### src/rtl/fft8_ctrl.sv
// fft8_ctrl: valid/ready sequencer that drives the butterfly load enables
// of a 3-stage 8-point FFT datapath and counts delivered frames.
module fft8_ctrl #(
  parameter bit PIPELINED = 1'b1,
  parameter int FCNT_W    = 16
) (
  input  logic              clk,
  input  logic              reset_n,
  input  logic              in_valid,
  output logic              in_ready,
  output logic              out_valid,
  input  logic              out_ready,
  input  logic              flush,
  output logic              en_bf1_1,
  output logic              en_bf1_2,
  output logic              en_bf1_3,
  output logic              en_bf1_4,
  output logic              en_bf2_1,
  output logic              en_bf2_2,
  output logic              en_bf3,
  output logic              busy,
  output logic [FCNT_W-1:0] frame_cnt
);
  logic              r_v1, r_v2, r_v3;
  logic [FCNT_W-1:0] r_cnt;
  logic              w_e1, w_e2, w_e3, w_rdy, w_fire;
  // Enables resolve from the output end backwards so a full pipe shifts in one cycle.
  always_comb begin
    w_fire = r_v3 & out_ready;
    w_e3   = ~flush & r_v2 & (~r_v3 | out_ready);
    w_e2   = ~flush & r_v1 & (~r_v2 | w_e3);
    w_rdy  = reset_n & ~flush & (PIPELINED ? (~r_v1 | w_e2) : ~(r_v1 | r_v2 | r_v3));
    w_e1   = in_valid & w_rdy;
  end
  always_ff @(posedge clk or negedge reset_n) begin
    if (!reset_n) begin
      r_v1  <= 1'b0;
      r_v2  <= 1'b0;
      r_v3  <= 1'b0;
      r_cnt <= '0;
    end else begin
      r_cnt <= r_cnt + FCNT_W'(w_fire);
      r_v1  <= ~flush & (w_e1 | (r_v1 & ~w_e2));
      r_v2  <= ~flush & (w_e2 | (r_v2 & ~w_e3));
      r_v3  <= ~flush & (w_e3 | (r_v3 & ~out_ready));
    end
  end
  assign in_ready  = w_rdy;
  assign out_valid = r_v3;
  assign busy      = r_v1 | r_v2 | r_v3;
  assign en_bf1_1  = w_e1;
  assign en_bf1_2  = w_e1;
  assign en_bf1_3  = w_e1;
  assign en_bf1_4  = w_e1;
  assign en_bf2_1  = w_e2;
  assign en_bf2_2  = w_e2;
  assign en_bf3    = w_e3;
  assign frame_cnt = r_cnt;
endmodule

### config.mk
export PLATFORM = sky130hd
export DESIGN_NAME = fft8_ctrl
export DESIGN_NICKNAME = d
export VERILOG_FILES = /design/src/rtl/fft8_ctrl.sv
export SDC_FILE = /design/constraint.sdc
export NUM_CORES = 1
export LEC_CHECK = 0
export CORE_MARGIN = 4
export CORE_UTILIZATION = 30
export DETAILED_ROUTE_END_ITERATION = 8
export GPL_TIMING_DRIVEN = 0
export HOLD_SLACK_MARGIN = 0.12
export PLACE_DENSITY_LB_ADDON = 0.1
export SLEW_MARGIN = 20
export SYNTH_ARGS = -nofsm -noshare
export SYNTH_HDL_FRONTEND = slang
export SYNTH_SLANG_ARGS = --single-unit
export TNS_END_PERCENT = 30
### constraint.sdc
create_clock -name clk -period 4.1 [get_ports clk]
set_input_delay 1.025 -clock clk [delete_from_list [all_inputs] [get_ports clk]]
set_output_delay 1.025 -clock clk [all_outputs]
set_load 0.02 [all_outputs]
==> reports/qor.log, run 1 <==
INFO  outcome        run_status=finished clean
INFO  cells_and_area finish.net_count=122
INFO  worst_setup_path worst_path_class_setup=input pin to output pin
INFO  grt            grt_busiest_layer=met2
INFO  clock_network  ctsRootBufferMaster=clkbuf_4
INFO  place          place_area=1224squm
INFO  worst_setup_path critPathArrivalTime=2.82ns
INFO  power          power.combinational.fraction=17.8%
INFO  yosys          synth.top_cells.by_area=dfrtp_1 54%, xor2_1 9.9%, xnor2_1 4.0%, nor4_1 3.5%, buf_4 3.4%
INFO  sta            grt_setup_unrepaired=false
INFO  detailed_routing detail_route.iter0.violations=15
INFO  grt            initial_antenna_violation_count=0
INFO  detailed_routing via_count=684
INFO  yosys          ys_warn_count=0
INFO  yosys          synth_adder_area_share=2.829%
INFO  floorplanning  full_die_area=3881squm
INFO  detailed_routing route.antenna.remaining_nets=0
INFO  clock_network  number_of_h_tree_branching_levels=1
INFO  floorplanning  num_io_pins=31
INFO  job            cap_viol_max_count=0
INFO  clock_network  worst_setup_hold_path_clk_slew=0.11ns
INFO  floorplanning  core-area=2781squm
INFO  sta            timing_worst_slew_pin_value=0.5113ns
INFO  yosys          synth-edff-count=0
INFO  yosys          dominant_combinational_cell_family_by_area_after_synthesis=simple AND/OR/NAND/NOR gates
INFO  sta            finalWorstPathRequiredPeriod=3.842ns
INFO  yosys          post_synth_and_or_nand_nor_area_fraction=23.90%
INFO  sta            final-hold-violation-count=0
INFO  cells_and_area final_layout_size_suffix_gt1_share=7.895%
INFO  yosys          postSynthAreaPerCell=11.06squm
INFO  clock_network  worst_skew_pair.late_latency=0.29ns
INFO  floorplanning  floorplan.initialDensity=31.80%
INFO  power          cell_internal_pwr=269.2uW
INFO  cells_and_area antenna-diode-count=0
INFO  yosys          synth_area_in_compound_gates=1.414%
INFO  power          p_sw_share=26.87%
INFO  power          max_rail_drop_vdd=0.1612mV
INFO  place          placement.io_buffers=30
INFO  detailed_routing route.detailed.wl_per_inst=12.03microns
INFO  grt            grt_use_met1=12.09%
INFO  floorplanning  rows=19
INFO  detailed_routing remaining_drc_errors=0
INFO  detailed_routing detailedRoute.firstPassIterationCount=2
INFO  worst_setup_path worst_ep_required_time=3.07ns
INFO  yosys          ys_ff_latch=19
INFO  clock_network  cts.sinks=19
INFO  clock_network  clockBufferDepth=2
INFO  cells_and_area finish.instance_area=1245squm
INFO  power          share_seq_of_total_power=57.1%
INFO  clock_network  tritoncts.num_buffers=3
INFO  cells_and_area instances_no_fill=145
INFO  power          power.leakage=0.5926nW
INFO  yosys          number_of_different_library_cells_in_the_post_synthesis_netlist=21
INFO  cells_and_area fillerInstances=293
INFO  grt            pin_count_of_the_biggest_net_entering_global_routing=22
INFO  sta            fin_crit_sh=93.72%
INFO  place          total_half_perimeter_wirelength_after_legalization_and_detailed_placement=1306microns
INFO  detailed_routing via_per_inst=4.717
INFO  cells_and_area areaGrowthSynthToFinish=40.74%
INFO  worst_setup_path startpoint_type=input pin
INFO  worst_setup_path cp_max_fo=4
INFO  yosys          synth-async-reset-ratio=100.0%
INFO  power          clock_power_share=25.1%
INFO  clock_network  cts_tree=built
INFO  worst_setup_path crit_path_capture_type=output pin
INFO  grt            via_count_of_the_first_global_routing_pass=685
INFO  grt            gr-usage-all-layers=9.620%
INFO  place          placed_cells=141
INFO  floorplanning  die_h=62.30microns
INFO  grt            grt_pass1_wl=3091microns
INFO  yosys          synth_sequential_area_ratio=53.75%
INFO  yosys          synth_largest_type_area_fraction=53.75%
INFO  grt            gr-total-overflow=0
INFO  grt            grt_util_met2=15.28%
INFO  sta            drv_slew=0
INFO  yosys          syn_nets=87
INFO  sta            timing.final.setup_violations=0
INFO  yosys          synth_most_common_cell=dfrtp_1
INFO  yosys          syn-instance-count=80
INFO  grt            met3_track_demand_over_resource=2.883%
INFO  floorplanning  fp.dieW=62.30microns
INFO  sta            maxSlewHeadroom=65.91%
INFO  sta            max_clock_freq=260.3MHz
INFO  yosys          synth.top_cells.by_count=19 x dfrtp_1, 10 x xor2_1, 7 x nor2_1
INFO  yosys          synth_ff_type=dfrtp_1
INFO  yosys          synthXorXnorAreaFrac=13.86%
INFO  yosys          cell_type_contributing_the_most_total_cell_area_after_synthesis=dfrtp_1
INFO  yosys          synth.area.mux_share=0%
INFO  sta            fin_worst_skew=0.005947ns
INFO  power          power_density=295.7nW/um^2
INFO  yosys          post_synth_instance_area=884.6squm
INFO  worst_hold_path hold_path_class=flip-flop to flip-flop
INFO  place          finalWeightedCongestion=0.7460
INFO  power          power.net_switching=98.92uW
INFO  detailed_routing finalWirelength=1745microns
[critical path, cell delays in order]
cell and delay, ns:
clkdlybuf4s50_1 0.48, and3b_1 0.22, a21oi_1 0.18, and2_1 0.20, buf_4 0.12, clkdlybuf4s50_1 0.59
[kinds of logic after synthesis]
kind of cell	Yosys count
flip-flops	19
AND/OR/NAND/NOR	37
adder cells (fa/ha/maj)	2
XOR/XNOR	14
buffers and inverters	6
AO/OA/AOI/OAI	2
[layer usage]
metal  vias up  wire length, microns
met5         -                     0
met4         0                    18
met3         2                    99
met2        17                   809
met1       326                   818
li1        339                     -
[worst paths after layout]
kind | slack, ns | endpoint | startpoint | cells past startpoint
min in group asynchronous | 0.68 | frame_cnt[12] | reset_n | 1
worst min-delay path | 0.47 | frame_cnt[15] | frame_cnt[15] | 1
max in group asynchronous | 3.07 | frame_cnt[0] | reset_n | 1
worst max register to register | 2.44 | frame_cnt[10] | out_valid | 6
worst max-delay path | 0.26 | en_bf1_2 | out_ready | 6
worst min register to register | 0.47 | frame_cnt[15] | frame_cnt[15] | 1
[sequential cells by signal, indices dropped and copies added, names as in the netlist]
name       flops
out_valid      1
frame_cnt     16
r_v2           1
r_v1           1
[placed cells by master, fill, tap and decap left out, types with 3 or more instances in the layout]
| master | Yosys | layout |
|---|---|---|
| xor2_1 | 10 | 10 |
| nand2_1 | 6 | 6 |
| nand3_1 | 3 | 3 |
| clkbuf_4 | 0 | 3 |
| and2_1 | 3 | 3 |
| nor2_1 | 7 | 7 |
| nor4_1 | 5 | 5 |
| clkdlybuf4s50_1 | 0 | 29 |
| buf_4 | 4 | 4 |
| dfrtp_1 | 19 | 19 |
| xnor2_1 | 4 | 4 |
| nand4_1 | 3 | 3 |
| nor3_1 | 3 | 3 |
[metrics by stage]
step	util [%]	hold slack (ns)	setup slack [ns]	TNS, ns	total power, mW
floorplan	-	0.4892	0.9033	0	0.2410
global placement	43.99	0.4605	-0.2641	-0.9710	0.2815
detailed placement	43.99	0.4643	-0.2934	-1.082	0.2821
CTS	44.94	0.4799	0.02790	0	0.3762
global route	44.76	0.4846	0.1513	0	0.3891
finish	44.76	0.4720	0.2576	0	0.3681
[power groups by stage]
stage               logic (mW)  clock network [mW]  registers [mW]
floorplan               0.0147                   0           0.226
global placement        0.0671                   0           0.214
detailed placement      0.0675                   0           0.215
CTS                     0.0673              0.0980           0.211
global route            0.0705               0.105           0.213
finish                  0.0655              0.0925           0.210
[layout make-up]
class,instances,area [sq um],share of cell area (%)
clock buffers,4,26.28,2.111
repair buffers,30,295.3,23.72
well taps,31,38.79,3.116
inverters,2,7.507,0.6030
flip-flops and latches,19,475.5,38.19
plain buffers,4,30.03,2.412
multi-input cells,55,371.6,29.85
[timing repair]
action	CTS	global route
gates resized for setup	2	1
setup buffers	0	0
hold buffers	0	0
setup endpoints to repair	4	4
(Power assumes the default switching activity.)
==> inputs of run 2 (changes only) <==
--- a/config.mk
+++ b/config.mk
@@ -5,6 +5,7 @@
 export SDC_FILE = /design/constraint.sdc
 export NUM_CORES = 1
 export LEC_CHECK = 0
+export CORE_ASPECT_RATIO = 0.7
 export CORE_MARGIN = 4
 export CORE_UTILIZATION = 30
 export DETAILED_ROUTE_END_ITERATION = 8
==> run 2 against run 1 <==
Clock power grew 37%. Register-to-register slack barely moved. Wire length rose by 3.2%. Sequential cell count is the same. Non-clock buffer count did not move. Global-route usage increased by 0.88 points. First-iteration DRC count grew to 2.9 times the previous value. Worst hold slack worse by 0.0061 ns. Critical path type unchanged.
==> reports/qor.log, run 2 (synthesis results as in run 1) <==
INFO  outcome        run_status=finished clean
INFO  clock_network  cts_tree=built
INFO  power          power.combinational.fraction=16.4%
INFO  clock_network  worst_skew_pair.late_latency=0.25ns
INFO  grt            initial_antenna_violation_count=0
INFO  sta            fin_crit_sh=94.32%
INFO  floorplanning  die_h=53.43microns
INFO  cells_and_area areaGrowthSynthToFinish=43.56%
INFO  worst_hold_path hold_path_class=flip-flop to flip-flop
INFO  worst_hold_path min_delay_worst_endpoint=frame_cnt[15]
INFO  grt            pin_count_of_the_biggest_net_entering_global_routing=22
INFO  worst_hold_path hp-start=frame_cnt[15]
INFO  power          max_rail_drop_vdd=0.1907mV
INFO  clock_network  worst_setup_hold_path_clk_slew=0.07ns
INFO  worst_setup_path startpoint_type=input pin
INFO  clock_network  ctsRootBufferMaster=clkbuf_8
INFO  clock_network  cts.sinks=19
INFO  worst_setup_path critPathArrivalTime=2.84ns
INFO  detailed_routing finalWirelength=1801microns
INFO  detailed_routing detailedRoute.firstPassIterationCount=4
INFO  worst_setup_path ff2ff_setup_slack=2.43ns
INFO  power          clock_power_share=31.5%
INFO  cells_and_area fillerInstances=272
INFO  power          cell_internal_pwr=300.8uW
INFO  power          p_total=404.7uW
INFO  place          placement.io_buffers=30
INFO  cells_and_area finish.net_count=122
INFO  worst_setup_path r2r_cells=6
INFO  grt            grt_pass1_wl=3042microns
INFO  sta            finalWorstPathRequiredPeriod=3.867ns
INFO  grt            via_count_of_the_first_global_routing_pass=647
INFO  power          p_sw_share=25.68%
INFO  place          total_half_perimeter_wirelength_after_legalization_and_detailed_placement=1364microns
INFO  detailed_routing via_count=692
INFO  cells_and_area antenna-diode-count=0
INFO  clock_network  ctsHoldBuffers=0
INFO  detailed_routing remaining_drc_errors=0
INFO  floorplanning  num_io_pins=31
INFO  sta            drv_slew=0
INFO  power          power.leakage=0.6003nW
INFO  power          power.net_switching=103.9uW
INFO  sta            final-hold-violation-count=0
INFO  floorplanning  rows=16
INFO  cells_and_area mostFrequentLayoutCells=29 x clkdlybuf4s50_1, 19 x dfrtp_1, 10 x xor2_1
INFO  floorplanning  full_die_area=3895squm
INFO  sta            timing.final.setup_violations=0
INFO  place          placed_cells=146
INFO  sta            fin_worst_skew=0.002465ns
INFO  job            cap_viol_max_count=0
INFO  grt            gr-total-overflow=0
INFO  detailed_routing via_per_inst=4.613
INFO  power          power_density=318.7nW/um^2
INFO  sta            max_clock_freq=258.6MHz
INFO  cells_and_area instances_no_fill=150
INFO  sta            grt_setup_unrepaired=false
INFO  place          finalWeightedCongestion=0.7392
INFO  sta            timing_worst_slew_pin_value=0.5060ns
INFO  clock_network  cts_setup_buffers=0
INFO  cells_and_area final_layout_size_suffix_gt1_share=7.895%
INFO  clock_network  number_of_h_tree_branching_levels=1
INFO  cells_and_area largest_register_ff_count=16
INFO  detailed_routing route.antenna.remaining_nets=0
INFO  detailed_routing detail_route.iter0.violations=44
INFO  floorplanning  floorplan.initialDensity=31.56%
INFO  floorplanning  fp.dieW=72.90microns
INFO  clock_network  tritoncts.num_buffers=3
INFO  detailed_routing route.detailed.wl_per_inst=12.01microns
INFO  cells_and_area mostFrequentLayoutCell=clkdlybuf4s50_1
INFO  worst_setup_path worst_ep_required_time=3.07ns
INFO  sta            maxSlewHeadroom=66.27%
INFO  worst_setup_path timing.rr.end=frame_cnt[10]
INFO  worst_hold_path whs_path_depth=1
INFO  worst_setup_path cp_max_fo=4
INFO  worst_setup_path critical_path.reg2reg.startpoint=out_valid
INFO  clock_network  clockBufferDepth=2
INFO  worst_setup_path crit_path_capture_type=output pin
INFO  grt            gr-usage-all-layers=10.50%
INFO  worst_setup_path worst_path_class_setup=input pin to output pin
INFO  floorplanning  core-area=2803squm
INFO  power          share_seq_of_total_power=52.1%
run 2: cell counts in the layout (fill, tap and decap cells not counted):
No cell type changed its count.
run 2: metal layers:
| metal | track usage, % | wire [microns] | part of all wire (%) |
|---|---|---|---|
| met1 | 13.97 | 897 | 50 |
| met2 | 15.27 | 795 | 44 |
| met3 | 4.175 | 89 | 4.9 |
| met4 | 3.681 | 19 | 1.1 |
| met5 | 0 | 0 | 0 |
run 2: how the worst max path moves through the flow:
stage                          from       end  slack, ns  cells after the start
final                     out_ready  en_bf1_3       0.23                      6
after floorplan           out_ready  en_bf1_2       0.90                      4
after global placement      reset_n  en_bf1_2      -0.27                      6
after global routing      out_ready  en_bf1_3       0.11                      6
after CTS                   reset_n  en_bf1_2      0.008                      6
after detailed placement    reset_n  en_bf1_2      -0.31                      6
run 2: cell type report:
cell class / count / area, sq um / area share (%)
Sequential cell: 19 / 475.5 / 37.44
Buffer: 4 / 30.03 / 2.365
Tap cell: 36 / 45.04 / 3.547
Inverter: 2 / 7.507 / 0.5911
Multi-Input combinational cell: 55 / 371.6 / 29.26
Clock buffer: 4 / 45.04 / 3.547
Timing Repair Buffer: 30 / 295.3 / 23.25
run 2: power groups by stage:
stage | Sequential, mW | Clock (mW) | Combinational, mW
2_1_floorplan | 0.226 | 0 | 0.0147
3_3_place_gp | 0.214 | 0 | 0.0674
3_5_place_dp | 0.214 | 0 | 0.0676
4_1_cts | 0.211 | 0.133 | 0.0682
5_1_grt | 0.213 | 0.141 | 0.0722
6_report | 0.211 | 0.127 | 0.0665
run 2: per-stage QoR:
step / setup slack, ns / util (%) / TNS (ns) / instance area, sq um / hold slack, ns
floorplan: 0.9033 / - / 0 / 884.6 / 0.4892
global placement: -0.2683 / 43.88 / -0.9831 / 1230 / 0.4598
detailed placement: -0.3056 / 43.88 / -1.139 / 1230 / 0.4608
CTS: 0.007881 / 45.49 / 0 / 1275 / 0.4736
global route: 0.1141 / 45.31 / 0 / 1270 / 0.4836
finish: 0.2327 / 45.31 / 0 / 1270 / 0.4660
run 2: timing repair:
item / CTS / global route
hold endpoints to repair: 0 / 0
setup endpoints to repair: 5 / 4
gates resized for setup: 2 / 1
run 2: critical path, stage by stage:
cell             delay [ns]
clkdlybuf4s50_1        0.49
and3b_1                0.23
a21oi_1                0.18
and2_1                 0.20
buf_4                  0.12
clkdlybuf4s50_1        0.59
